File: config.mk
export PLATFORM = sky130hd
export DESIGN_NAME = vga_timing_gen
export DESIGN_NICKNAME = d
export VERILOG_FILES = /design/src/rtl/vga_timing_gen.sv
export SDC_FILE = /design/constraint.sdc
export NUM_CORES = 1
export LEC_CHECK = 0
export BUFFER_PORTS_ARGS = -buffer_cell sky130_fd_sc_hd__buf_4
export CORE_MARGIN = 2
export CORE_UTILIZATION = 25
export CTS_CLUSTER_DIAMETER = 60
export DETAILED_ROUTE_END_ITERATION = 6
export GPL_ROUTABILITY_DRIVEN = 0
export PLACE_DENSITY = 0.51
export SYNTH_ARGS = -nofsm -noshare
export SYNTH_HDL_FRONTEND = slang
export SYNTH_SLANG_ARGS = --single-unit
File: constraint.sdc
create_clock -name clk -period 4.8 [get_ports clk]
set_input_delay 0.72 -clock clk [delete_from_list [all_inputs] [get_ports clk]]
set_output_delay 0.72 -clock clk [all_outputs]
set_load 0.05 [all_outputs]
File: src/rtl/vga_timing_gen.sv
// Parametrised VGA raster timing generator: pixel/line counters advanced by a pixel-rate
// enable, with registered syncs, display enable and line/frame strobes aligned to the counters.
module vga_timing_gen #(
    parameter int H_ACTIVE   = 640,
    parameter int H_FP       = 16,
    parameter int H_SYNC     = 96,
    parameter int H_BP       = 48,
    parameter int V_ACTIVE   = 480,
    parameter int V_FP       = 10,
    parameter int V_SYNC     = 2,
    parameter int V_BP       = 33,
    parameter bit H_SYNC_POL = 1'b0,
    parameter bit V_SYNC_POL = 1'b0,
    parameter int CW         = 10
) (
    input  logic          clk,
    input  logic          reset,
    input  logic          enable,
    output logic          hsync,
    output logic          vsync,
    output logic          de,
    output logic [CW-1:0] hcount,
    output logic [CW-1:0] vcount,
    output logic          line_start,
    output logic          frame_start
);

    localparam int H_TOTAL = H_ACTIVE + H_FP + H_SYNC + H_BP;
    localparam int V_TOTAL = V_ACTIVE + V_FP + V_SYNC + V_BP;

    localparam logic [CW-1:0] H_LAST = CW'(H_TOTAL - 1);
    localparam logic [CW-1:0] V_LAST = CW'(V_TOTAL - 1);
    localparam logic [CW-1:0] ZERO   = {CW{1'b0}};
    localparam logic [CW-1:0] ONE    = CW'(1);

    // Region bounds carry one extra bit so an end equal to 2**CW does not alias to 0.
    localparam logic [CW:0] H_ACT_END  = (CW+1)'(H_ACTIVE);
    localparam logic [CW:0] H_SYNC_BEG = (CW+1)'(H_ACTIVE + H_FP);
    localparam logic [CW:0] H_SYNC_END = (CW+1)'(H_ACTIVE + H_FP + H_SYNC);
    localparam logic [CW:0] V_ACT_END  = (CW+1)'(V_ACTIVE);
    localparam logic [CW:0] V_SYNC_BEG = (CW+1)'(V_ACTIVE + V_FP);
    localparam logic [CW:0] V_SYNC_END = (CW+1)'(V_ACTIVE + V_FP + V_SYNC);

    function automatic logic in_range(
        input logic [CW-1:0] pos,
        input logic [CW:0]   lo,
        input logic [CW:0]   hi
    );
        logic [CW:0] pos_ext;
        pos_ext = {1'b0, pos};
        return (pos_ext >= lo) && (pos_ext < hi);
    endfunction

    function automatic logic sync_level(input logic asserted, input logic pol);
        return asserted ? pol : ~pol;
    endfunction

    logic [CW-1:0] hcount_q, hcount_d;
    logic [CW-1:0] vcount_q, vcount_d;
    logic          hsync_q, hsync_d;
    logic          vsync_q, vsync_d;
    logic          de_q, de_d;
    logic          line_start_q, line_start_d;
    logic          frame_start_q, frame_start_d;

    logic          h_wrap_s;
    logic          v_wrap_s;
    logic [CW-1:0] hcount_inc_s;
    logic [CW-1:0] vcount_inc_s;

    // Next raster position; >= keeps a corrupted counter from running past the line/frame end.
    always_comb begin
        h_wrap_s     = (hcount_q >= H_LAST);
        v_wrap_s     = (vcount_q >= V_LAST);
        hcount_inc_s = h_wrap_s ? ZERO : (hcount_q + ONE);
        if (h_wrap_s) begin
            vcount_inc_s = v_wrap_s ? ZERO : (vcount_q + ONE);
        end else begin
            vcount_inc_s = vcount_q;
        end
    end

    // Next register values; syncs and de decode the same position the counters will present.
    always_comb begin
        hcount_d      = hcount_q;
        vcount_d      = vcount_q;
        hsync_d       = hsync_q;
        vsync_d       = vsync_q;
        de_d          = de_q;
        line_start_d  = 1'b0;
        frame_start_d = 1'b0;
        if (enable) begin
            hcount_d      = hcount_inc_s;
            vcount_d      = vcount_inc_s;
            hsync_d       = sync_level(in_range(hcount_inc_s, H_SYNC_BEG, H_SYNC_END), H_SYNC_POL);
            vsync_d       = sync_level(in_range(vcount_inc_s, V_SYNC_BEG, V_SYNC_END), V_SYNC_POL);
            de_d          = in_range(hcount_inc_s, {(CW+1){1'b0}}, H_ACT_END) &&
                            in_range(vcount_inc_s, {(CW+1){1'b0}}, V_ACT_END);
            line_start_d  = (hcount_inc_s == ZERO);
            frame_start_d = (hcount_inc_s == ZERO) && (vcount_inc_s == ZERO);
        end else begin
            line_start_d  = 1'b0;
            frame_start_d = 1'b0;
        end
    end

    // State registers; reset parks at the last position so the first tick lands on (0,0).
    always_ff @(posedge clk) begin
        if (reset) begin
            hcount_q      <= H_LAST;
            vcount_q      <= V_LAST;
            hsync_q       <= ~H_SYNC_POL;
            vsync_q       <= ~V_SYNC_POL;
            de_q          <= 1'b0;
            line_start_q  <= 1'b0;
            frame_start_q <= 1'b0;
        end else begin
            hcount_q      <= hcount_d;
            vcount_q      <= vcount_d;
            hsync_q       <= hsync_d;
            vsync_q       <= vsync_d;
            de_q          <= de_d;
            line_start_q  <= line_start_d;
            frame_start_q <= frame_start_d;
        end
    end

    assign hcount      = hcount_q;
    assign vcount      = vcount_q;
    assign hsync       = hsync_q;
    assign vsync       = vsync_q;
    assign de          = de_q;
    assign line_start  = line_start_q;
    assign frame_start = frame_start_q;

endmodule
=== After elaboration in Yosys (flattened, before gate mapping) ===
Cells that the tools add are included.

* Add/subtract/negate cells: 2
* Multipliers: 0
* Divide/modulo/power cells: 0
* $lt $le $gt $ge: 8
* Equal/unequal tests: 0
* Shift-type cells: 0
* Mux-type cells: 5
* Bitwise operators: 1
* Reductions and logical operators: 7

{| class="wikitable"
|+ Operators with widths
! cell !! count
|-
| 10-bit >= comparator (second input constant) || 3
|-
| 10-bit 2-to-1 mux || 3
|-
| 10-bit by 1-bit adder with 10-bit output (second input constant) || 2
|-
| 10-bit zero test || 2
|-
| 10-bit less-than comparator (second input constant) || 2
|-
| 10-bit by 9-bit less-than comparator with 1-bit output (second input constant) || 2
|-
| 10-bit by 9-bit >= comparator with 1-bit output (second input constant) || 1
|-
| 1-bit logical AND || 4
|-
| 1-bit 2-to-1 mux || 2
|-
| 2-bit OR reduction || 1
|-
| 1-bit inverter || 1
|}

* Register bits after elaboration: 25
* Latch bits: 0
* Bits in writable memories: 0
* ROM bits: 0
* Output and inout bits: 25
* Logic and storage cells: 30
* Memories: 0

=== Longest topological paths before layout ===
Gate-level depths: netlist (run 1).

* Depth in word-level cells: 6
* Gate-level depth with buffers: 9

=== Worst setup path after synthesis (run 1) ===
No wires, ideal clock.

* Path type: register to register
* Start point: register hcount_q[1], in the netlist hcount[1]
* End point: register vsync_q, in the netlist vsync
* Arrival: 2.344 ns
* Data required time: 4.664 ns
* Slack: 2.320 ns
* Stages on the path, launching flop included: 8
* Path buffers: 1
* Path through: dfxtp_1 ha_1 buf_2 and4_4 o2111ai_2 or2_1 a2111oi_4 a31oi_1

* Cells in the longest elaborated chain, start to end: 5
* Elaborated cells between the ends (all ways): 6

{| class="wikitable"
|+ RTL lines
! element !! line !! RTL
|-
| from (decl) || 58 || <nowiki>logic [CW-1:0] hcount_q, hcount_d;</nowiki>
|-
| from (signal assigned) || 118 || <nowiki>hcount_q <= hcount_d;</nowiki>
|-
| 10-bit >= comparator * || 73 || <nowiki>h_wrap_s = (hcount_q >= H_LAST);</nowiki>
|-
| 10-bit 2-to-1 mux * || 76 || <nowiki>if (h_wrap_s) begin</nowiki>
|-
| 10-bit by 9-bit >= comparator with 1-bit output or 10-bit by 9-bit less-than comparator with 1-bit output (tied branches) || 51 || <nowiki>return (pos_ext >= lo) && (pos_ext < hi);</nowiki>
|-
| 1-bit logical AND * || 51 ||
|-
| 1-bit 2-to-1 mux * || 55 || <nowiki>return asserted ? pol : ~pol;</nowiki>
|-
| to (signal assigned) || 113 || <nowiki>vsync_q <= ~V_SYNC_POL;</nowiki>
|-
| to (signal assigned) || 121 || <nowiki>vsync_q <= vsync_d;</nowiki>
|-
| to (decl) || 61 || <nowiki>logic vsync_q, vsync_d;</nowiki>
|}

Every way passes the cells marked *; elsewhere a longest branch is shown, timed or not.
A chain may end at the register's enable or synchronous reset.

=== Worst setup path after layout (run 1) ===
Ends and elaborated chain as after synthesis.

==> run summary, run 1 <==
Period utilization: 55.9%
Fin util: 29.9%
Pwr dens: 321 mW/mm^2
Status: finished, final reports clean
Setup crit end kind: flip-flop
Netlist cell types: 61
Total gr overflow: 0
Initial core utilization: 26.1%
Horiz. Die Dim: 91.4 um
Mapped Cells: 245
Slew Limit Headroom: 39.2%
Kind of critical path: flip-flop to flip-flop
Die area: 0.00836 mm^2
HP Class: flip-flop to flip-flop
DRC: 0
CTS Buf Count: 3
Core area: 0.00733 mm^2
I/O Buffers: 27
HP Start: hsync
Ys Warns: 0
Number of nets in the layout: 264
WL per Instance: 14.9 um
Clock skew: 0.00426 ns
Seq cells post-synth: 25
Worst EP arrival: 2.85 ns
Combinational Power Share: 43.1%
Minimum clock period: 2.68 ns
Worst reg2reg startpoint: hcount[1]
Detail Route Antenna Nets: 0
Critical Path Source Type: flip-flop
Actual slew at the worst max-slew pin: 0.911 ns
EDFF count, synth: 0
Net Sw Power: 320 uW
Critical Path RT: 4.96 ns
# H-tree levels: 1
TritonCTS clock tree: done
Delay-heaviest family, CP: compound AO/OA/AOI/OAI gates
Global Route Usage Sum: 13.0%
Lkg Pwr: 0.000741 uW
Detail Placement HPWL: 3720 um
Syn Nets: 251
Synth async-reset ratio: 0%
R2R depth: 7
CTS Sinks: 25
Number of buffers and inverters on the critical path: 0
# diodes: 0
DR pass1 iterations: 4
Setup TNS: 0 ns
CTS Buffer Depth: 2
RSZ-0062 raised after global routing: no
Flop pwr share: 37.2%
R2r setup slk: 2.12 ns
Critical Path Fanout Max: 14
Initial DRC count: 118
Via density per instance: 5.12
Share of cells above drive strength 1: 19.8%
Via count: 1,823
CP Cell Sequence: ha_1 -> nand4_2 -> a21oi_2 -> nand4_1 -> xor2_1 -> a2111oi_4 -> a31oi_1
Crit path capture: vsync
Clock latency on the worst-skew pair: 0.28 ns
Slowest stage delay, CP: 0.55 ns
Num rows: 31
Max Slew Vio Count: 0
Clk pwr share: 19.7%
Register area share after synthesis: 26.2%
Vias in the first global route: 1,756
Initial antenna violation count: 0
Peak supply drop: 0.136 mV
Max Clk Rate: 373 MHz
Hold Vio Cnt, Final: 0
Setup violators final: 0
Critical path depth in cells: 7
First-pass GRT wire length: 9000 um
Number of max-cap violations: 0
Clock transition at the registers of the reported paths: 0.10 ns
Critical path's slowest cell: a21oi_2
Switching Share: 45.4%
P&R area growth vs syn: 14.8%
Largest net degree at the start of global routing: 32
DIE HEIGHT: 91.4 um
CP Launch Point: hcount[1]
Root buf cell: clkbuf_8
Cts repair resizes: 0
P_int: 384 uW
R2R Path End: vsync
Final WL: 5310 um
Dominant synthesized flop cell: dfxtp_1
Mean Syn Cell Area: 7.80 um^2
Setup repair bufs after CTS: 0
Hold_buf cts: 0
Io pins: 28
Cell Area, Synth: 0.00191 mm^2
-- metal layers --
metal / GRT usage, % / vias up / wire [um]
met2: 21.7 / 38 / 2560
met3: 2.66 / 2 / 178
met5: 0 / - / 0
li1: - / 927 / -
met4: 1.89 / 0 / 27
met1: 17.5 / 856 / 2540
-- sequential cells by signal, indices dropped and copies added, names as in the netlist --
name	count
hcount	10
line_start	1
hsync	1
de	1
vsync	1
frame_start	1
vcount	10
-- through the flow --
step | area (um^2) | total power, uW | hold WS, ns | cells | setup slack (ns)
after global placement | 2140 | 569 | 0.484 | 352 | 2.20
after detailed placement | 2140 | 571 | 0.479 | 352 | 2.12
final | 2190 | 704 | 0.501 | 356 | 2.12
after CTS | 2190 | 712 | 0.501 | 356 | 2.12
after global routing | 2190 | 750 | 0.536 | 356 | 1.83
after floorplan | 1910 | 502 | 0.692 | 245 | 2.32
-- power by group through the flow --
stage / Combinational [uW] / Sequential, uW / Clock [uW]
after floorplan: 205 / 297 / 0
after global placement: 303 / 267 / 0
after detailed placement: 304 / 266 / 0
after CTS: 305 / 262 / 145
after global routing: 333 / 267 / 151
final: 304 / 262 / 139
-- placed cells by master (no fill, tap or decap), types with 2 or more instances in the layout --
cell,synthesis,final
a2111oi_4,2,2
a211o_1,3,3
a21oi_1,21,21
a21oi_2,2,2
a22oi_1,2,2
a31oi_1,2,2
and2_1,4,4
and3_1,3,3
buf_4,0,27
clkbuf_8,0,3
dfxtp_1,25,25
ha_1,3,3
inv_1,6,6
nand2_1,24,24
nand3_1,8,8
nand3b_1,2,2
nand4_1,3,3
nand4b_1,3,3
nor2_1,23,23
nor2b_1,6,6
nor3_1,9,9
nor3b_1,4,4
nor4_1,3,3
o211ai_1,2,2
o21ai_0,13,13
o21ai_1,3,3
o31ai_1,4,4
or2_1,2,2
or2_2,2,2
or3_1,5,5
or4_1,3,3
xnor2_1,5,5
xor2_1,2,2
-- worst min path at each step --
stage / to / cells after the start / slack (ns)
after global routing: de / 2 / 0.54
final: hsync / 2 / 0.50
after global placement: de / 2 / 0.48
after detailed placement: de / 2 / 0.48
after floorplan: de / 2 / 0.69
after CTS: de / 2 / 0.50
-- cells by family (layout without fill, tap and decap cells) --
kind of cell	count (synthesis)	after routing	synth area share (%)
buffers and inverters	25	37	6.02
XOR/XNOR	7	7	3.21
multiplexers	1	1	0.524
AND/OR/NAND/NOR	115	115	34.4
AO/OA/AOI/OAI	69	69	27.6
flip-flops	25	25	26.2
adder cells (fa/ha/maj)	3	3	1.96
-- synthesized netlist by cell type, types with 3 or more instances --
| cell | number | area (um^2) |
|---|---|---|
| a211o_1 | 3 | 26.3 |
| a21oi_1 | 21 | 105 |
| and2_1 | 4 | 25.0 |
| and3_1 | 3 | 18.8 |
| buf_2 | 11 | 55.1 |
| clkbuf_1 | 7 | 26.3 |
| dfxtp_1 | 25 | 500 |
| ha_1 | 3 | 37.5 |
| inv_1 | 6 | 22.5 |
| nand2_1 | 24 | 90.1 |
| nand3_1 | 8 | 40.0 |
| nand4_1 | 3 | 18.8 |
| nand4b_1 | 3 | 26.3 |
| nor2_1 | 23 | 86.3 |
| nor2b_1 | 6 | 37.5 |
| nor3_1 | 9 | 45.0 |
| nor3b_1 | 4 | 30.0 |
| nor4_1 | 3 | 18.8 |
| o21ai_0 | 13 | 65.1 |
| o21ai_1 | 3 | 15.0 |
| o31ai_1 | 4 | 30.0 |
| or3_1 | 5 | 31.3 |
| or4_1 | 3 | 22.5 |
| xnor2_1 | 5 | 43.8 |
-- worst reg2reg max path: stages, from the launching register on --
cell	delay (ns)
dfxtp_1	0.44
ha_1	0.38
nand4_2	0.23
a21oi_2	0.55
nand4_1	0.27
xor2_1	0.24
a2111oi_4	0.34
a31oi_1	0.12
-- area by class of cell --
class / instances / area [um^2]
fillers: 804 / 5140
multi-input cells: 195 / 1290
flip-flops and latches: 25 / 500
repair buffers: 27 / 203
well taps: 99 / 124
clock buffers: 3 / 41.3
inverters: 6 / 22.5
clock inverters: 1 / 7.51
No activity file was read; power rests on OpenSTA's default activity.
==> run 2, diff against run 1 <==
- clock period: 4.8 -> 2.6 ns (I/O delays scaled with it)
==> run 2 against run 1 <==
  * Global-route usage shrank 0.18 points
  * Critical path depth fell by 1
  * Combinational power up 88%
  * Cell count is 1.4% higher
  * Final area rose by 1.6%
  * Register-to-register slack worse by 1.9 ns
  * Power grew 86%
  * Core utilization is 0.48 points higher
  * Via count grew 3.5%
  * Flip-flop and latch count is the same
  * Wire length shrank 0.11%
  * Largest power group unchanged
==> run summary, run 2 (synthesis gave the netlist of run 1 again) <==
Status: finished, final reports clean
R2r setup slk: 0.26 ns (-1.86 ns)
Minimum clock period: 2.34 ns (-0.344 ns)
Core area: 0.00733 mm^2 (unchanged)
Detail Placement HPWL: 3730 um (+0.17%)
Io pins: 28 (unchanged)
Actual slew at the worst max-slew pin: 0.483 ns (-0.428 ns)
Vias in the first global route: 1,747 (-0.51%)
Most frequent cells in the layout: buf_4, dfxtp_1, nand2_1
Via count: 1,886 (+3.5%)
Max Clk Rate: 427 MHz (+15%)
Critical Path RT: 2.76 ns (-2.20 ns)
Initial core utilization: 26.1% (unchanged)
Peak supply drop: 0.257 mV (+89%)
Number of buffers and inverters on the critical path: 0 (unchanged)
HP Class: input port to flip-flop
Cts repair resizes: 0 (unchanged)
RSZ-0062 raised after global routing: no
P&R area growth vs syn: 16.6%
Number of nets in the layout: 269 (+1.9%)
Hold_ws: 0.452 ns (-0.0488 ns)
Worst EP arrival: 2.50 ns (-0.35 ns)
Setup crit end kind: flip-flop
Max Slew Vio Count: 0 (unchanged)
DRC: 0 (unchanged)
Initial antenna violation count: 0 (unchanged)
Share of cells above drive strength 1: 21.4% (+1.5 points)
# diodes: 0 (unchanged)
CTS Buffer Depth: 2 (unchanged)
Commonest non-fill, non-tap cell in the layout: buf_4
Kind of critical path: flip-flop to flip-flop
Num rows: 31 (unchanged)
# H-tree levels: 1 (unchanged)
CTS Buf Count: 3 (unchanged)
CP Cell Sequence: ha_1 -> and4_4 -> o2111ai_2 -> or2_1 -> a2111oi_4 -> a31oi_1
HP Start: reset
Setup TNS: 0 ns (unchanged)
Hold worst-path end: vcount[8]
Total gr overflow: 0 (unchanged)
Number of max-cap violations: 0 (unchanged)
Clock skew: 0.00779 ns (+0.00353 ns)
Final WL: 5310 um (-0.11%)
Lkg Pwr: 0.000771 uW (+4.0%)
Horiz. Die Dim: 91.4 um (unchanged)
Hold_buf cts: 0 (unchanged)
TritonCTS clock tree: done
Worst reg2reg startpoint: hcount[1]
R2R Path End: vsync
CTS Sinks: 25 (unchanged)
Clock latency on the worst-skew pair: 0.28 ns (about the same)
Detail Route Antenna Nets: 0 (unchanged)
Hold Vio Cnt, Final: 0 (unchanged)
Slowest stage delay, CP: 0.43 ns (-0.12 ns)
Root buf cell: clkbuf_8
Critical Path Source Type: flip-flop
Slew Limit Headroom: 67.7% (+28 points)
WL per Instance: 14.7 um (-1.5%)
Clock transition at the registers of the reported paths: 0.10 ns (about the same)
DR pass1 iterations: 4 (unchanged)
Period utilization: 90.0% (+34 points)
I/O Buffers: 27 (unchanged)
R2R depth: 6 (-1)
Die area: 0.00836 mm^2 (unchanged)
Critical path's slowest cell: dfxtp_1
Largest net degree at the start of global routing: 32 (unchanged)
Initial DRC count: 90 (-24%)
Critical Path Fanout Max: 9 (-5)
DIE HEIGHT: 91.4 um (unchanged)
Via density per instance: 5.22 (+2.0%)
Global Route Usage Sum: 12.8% (-0.18 points)
First-pass GRT wire length: 8850 um (-1.7%)
Hold Path Stages: 2 (unchanged)
Delay-heaviest family, CP: compound AO/OA/AOI/OAI gates
Setup repair bufs after CTS: 0 (unchanged)
Pwr dens: 587 mW/mm^2 (+83%)
Critical path depth in cells: 6 (-1)
Setup violators final: 0 (unchanged)
-- run 2: cell count changes in the layout (fill, tap and decap cells not counted) --
cell	delta
buf_4	+5
clkinv_2	+1
clkinvlp_4	-1
-- run 2: how the worst max path moves through the flow --
stage	startpoint	to	slack (ns)
6_report	hcount[1]	vsync	0.26
5_1_grt	hcount[0]	vsync	0.11
4_1_cts	hcount[1]	vsync	0.27
3_5_place_dp	hcount[1]	vsync	0.28
3_3_place_gp	hcount[1]	vsync	0.34
2_1_floorplan	hcount[1]	vsync	0.12
-- run 2: final cells by class --
type | count | area [um^2]
well taps | 99 | 124
clock inverters | 1 | 5.00
fillers | 793 | 5100
flip-flops and latches | 25 | 500
multi-input cells | 195 | 1290
inverters | 6 | 22.5
repair buffers | 32 | 240
clock buffers | 3 | 41.3
-- run 2: stage by stage --
step / instances / util [%] / setup WS (ns) / power, uW / cell area [um^2]
2_1_floorplan: 245 / - / 0.120 / 926 / 1910
3_5_place_dp: 357 / 29.8 / 0.284 / 1060 / 2180
4_1_cts: 361 / 30.4 / 0.271 / 1320 / 2230
6_report: 361 / 30.4 / 0.260 / 1310 / 2230
3_3_place_gp: 357 / 29.8 / 0.341 / 1060 / 2180
5_1_grt: 361 / 30.4 / 0.105 / 1390 / 2230
-- run 2: worst reg2reg max path: stages, from the launching register on --
cell and delay [ns]:
dfxtp_1 0.43, ha_1 0.38, and4_4 0.34, o2111ai_2 0.23
or2_1 0.32, a2111oi_4 0.41, a31oi_1 0.12
-- run 2: metal layers --
layer	part of all wire, %	vias to the layer above	GRT usage, %
li1	-	939	-
met1	48	895	17.6
met2	47	46	20.3
met3	3.9	6	2.74
met4	1.3	0	2.90
met5	0	-	0
-- run 2: report_power, final --
group          total [uW]  leakage, uW  switching [uW]  internal, uW
Sequential            486     0.000204            74.0           412
Clock                 252    0.0000255             144           108
Combinational         571     0.000541             371           201
Total                1310     0.000771             589           720
==> run 3, diff against run 2 <==
- REMOVE_ABC_BUFFERS: not set -> 1
==> run 3 against run 2 <==
  * Power hardly changed
  * Sequential share of layout area is 0.075 points lower
  * Via count is 2.5% lower
  * Worst hold slack better by 0.0062 ns
  * Critical path depth is 1 higher
  * Global-route usage is 0.18 points lower
  * Fmax is 6.0% higher
  * Sequential power is 1% lower
  * Final area is 0.34% higher
  * Die area stayed put
  * Largest cell class unchanged
  * Largest power group unchanged
  * Highest routed layer unchanged
==> run summary, run 3 (synthesis gave the netlist of run 1 again) <==
Status: finished, final reports clean
HP Start: reset
Hold Vio Cnt, Final: 0 (unchanged)
TritonCTS clock tree: done
DR pass1 iterations: 4 (unchanged)
R2R depth: 7 (+1)
Critical Path Source Type: flip-flop
DRC: 0 (unchanged)
Root buf cell: clkbuf_8
Setup TNS: 0 ns (unchanged)
Initial antenna violation count: 0 (unchanged)
Initial core utilization: 26.1% (unchanged)
R2R Path End: de
Period utilization: 84.9% (-5.1 points)
Via density per instance: 5.08 (-2.8%)
HP Class: input port to flip-flop
Lkg Pwr: 0.000776 uW (+0.61%)
Max Clk Rate: 453 MHz (+6.0%)
Kind of critical path: flip-flop to flip-flop
Via count: 1,839 (-2.5%)
Setup crit end kind: flip-flop
# H-tree levels: 1 (unchanged)
Number of nets in the layout: 270 (+0.37%)
Largest net degree at the start of global routing: 32 (unchanged)
Share of cells above drive strength 1: 21.7% (+0.30 points)
Initial DRC count: 70 (-22%)
Slew Limit Headroom: 57.8% (-9.9 points)
Setup repair bufs after CTS: 0 (unchanged)
Design Area, Final: 0.00224 mm^2 (+0.34%)
Commonest non-fill, non-tap cell in the layout: buf_4
Hold Path Stages: 2 (unchanged)
Global Route Usage Sum: 12.6% (-0.18 points)
Pwr dens: 585 mW/mm^2 (-0.43%)
First-pass GRT wire length: 8690 um (-1.8%)
Clock skew: 0.00439 ns (-0.00340 ns)
I/O Buffers: 27 (unchanged)
Num rows: 31 (unchanged)
# diodes: 0 (unchanged)
CTS Buf Count: 3 (unchanged)
Cts repair resizes: 0 (unchanged)
CTS Buffer Depth: 2 (unchanged)
Clock latency on the worst-skew pair: 0.28 ns (about the same)
Critical Path RT: 2.80 ns (+0.04 ns)
Critical Path Fanout Max: 7 (-2)
Vias in the first global route: 1,664 (-4.8%)
Horiz. Die Dim: 91.4 um (unchanged)
Max Slew Vio Count: 0 (unchanged)
Most frequent cells in the layout: buf_4, dfxtp_1, nand2_1
Core area: 0.00733 mm^2 (unchanged)
WL per Instance: 14.2 um (-3.1%)
Die area: 0.00836 mm^2 (unchanged)
Worst reg2reg startpoint: hcount[0]
DIE HEIGHT: 91.4 um (unchanged)
Detail Placement HPWL: 3720 um (-0.17%)
Peak supply drop: 0.243 mV (-5.2%)
Final WL: 5160 um (-2.9%)
Final WS setup: 0.393 ns (+0.133 ns)
Io pins: 28 (unchanged)
Hold worst-path end: vcount[1]
Pre-CTS WS: 0.406 ns (+0.122 ns)
P&R area growth vs syn: 17.0%
Number of max-cap violations: 0 (unchanged)
Detail Route Antenna Nets: 0 (unchanged)
Worst EP arrival: 2.41 ns (-0.09 ns)
Clock transition at the registers of the reported paths: 0.10 ns (about the same)
R2r setup slk: 0.39 ns (+0.13 ns)
CTS Sinks: 25 (unchanged)
RSZ-0062 raised after global routing: no
Hold_buf cts: 0 (unchanged)
Placed Area: 0.00219 mm^2 (+0.34%)
Actual slew at the worst max-slew pin: 0.628 ns (+0.145 ns)
Setup violators final: 0 (unchanged)
Minimum clock period: 2.21 ns (-0.133 ns)
Total gr overflow: 0 (unchanged)
-- run 3: cell types whose count changed in the layout (fill, tap and decap cells not counted) --
cell | before | now
buf_4 | 32 | 33
-- run 3: through the flow --
| step | hold slack (ns) | total power, uW | instances | utilization, % |
|---|---|---|---|---|
| floorplan | 0.459 | 894 | 226 | - |
| finish | 0.458 | 1310 | 362 | 30.5 |
| CTS | 0.458 | 1330 | 362 | 30.5 |
| global placement | 0.464 | 1060 | 358 | 29.9 |
| detailed placement | 0.476 | 1070 | 358 | 29.9 |
| global route | 0.482 | 1400 | 362 | 30.5 |
-- run 3: worst max-delay path by stage --
stage,cells past startpoint,to,startpoint
2_1_floorplan,7,vsync,hcount[1]
3_3_place_gp,6,vsync,hcount[0]
3_5_place_dp,7,de,hcount[0]
4_1_cts,7,de,hcount[0]
5_1_grt,7,vsync,hcount[0]
6_report,7,de,hcount[0]
-- run 3: area by class of cell --
class | instances | area, um^2
fill | 790 | 5090
timing repair buffer | 33 | 248
sequential | 25 | 500
clock inverter | 1 | 5.00
clock buffer | 3 | 41.3
multi-input combinational | 195 | 1290
tap | 99 | 124
inverter | 6 | 22.5
-- run 3: metal layers --
layer / track usage [%] / up-vias / share of wire, % / routed length, um
li1: - / 941 / - / -
met2: 19.0 / 52 / 45 / 2300
met3: 2.07 / 4 / 4.4 / 226
met4: 2.53 / 0 / 0.80 / 41
met5: 0 / - / 0 / 0
met1: 18.7 / 842 / 50 / 2580
-- run 3: worst max-delay path: stages, from the launching register on --
cell	delay [ns]
dfxtp_1	0.44
ha_1	0.24
and4_4	0.30
o31ai_1	0.13
a221oi_4	0.37
a21oi_2	0.08
or3_1	0.38
o31ai_2	0.18
-- run 3: power by group --
part / total [uW] / internal [uW] / switching, uW
Sequential: 481 / 412 / 68.9
Clock: 253 / 108 / 145
Combinational: 574 / 205 / 370
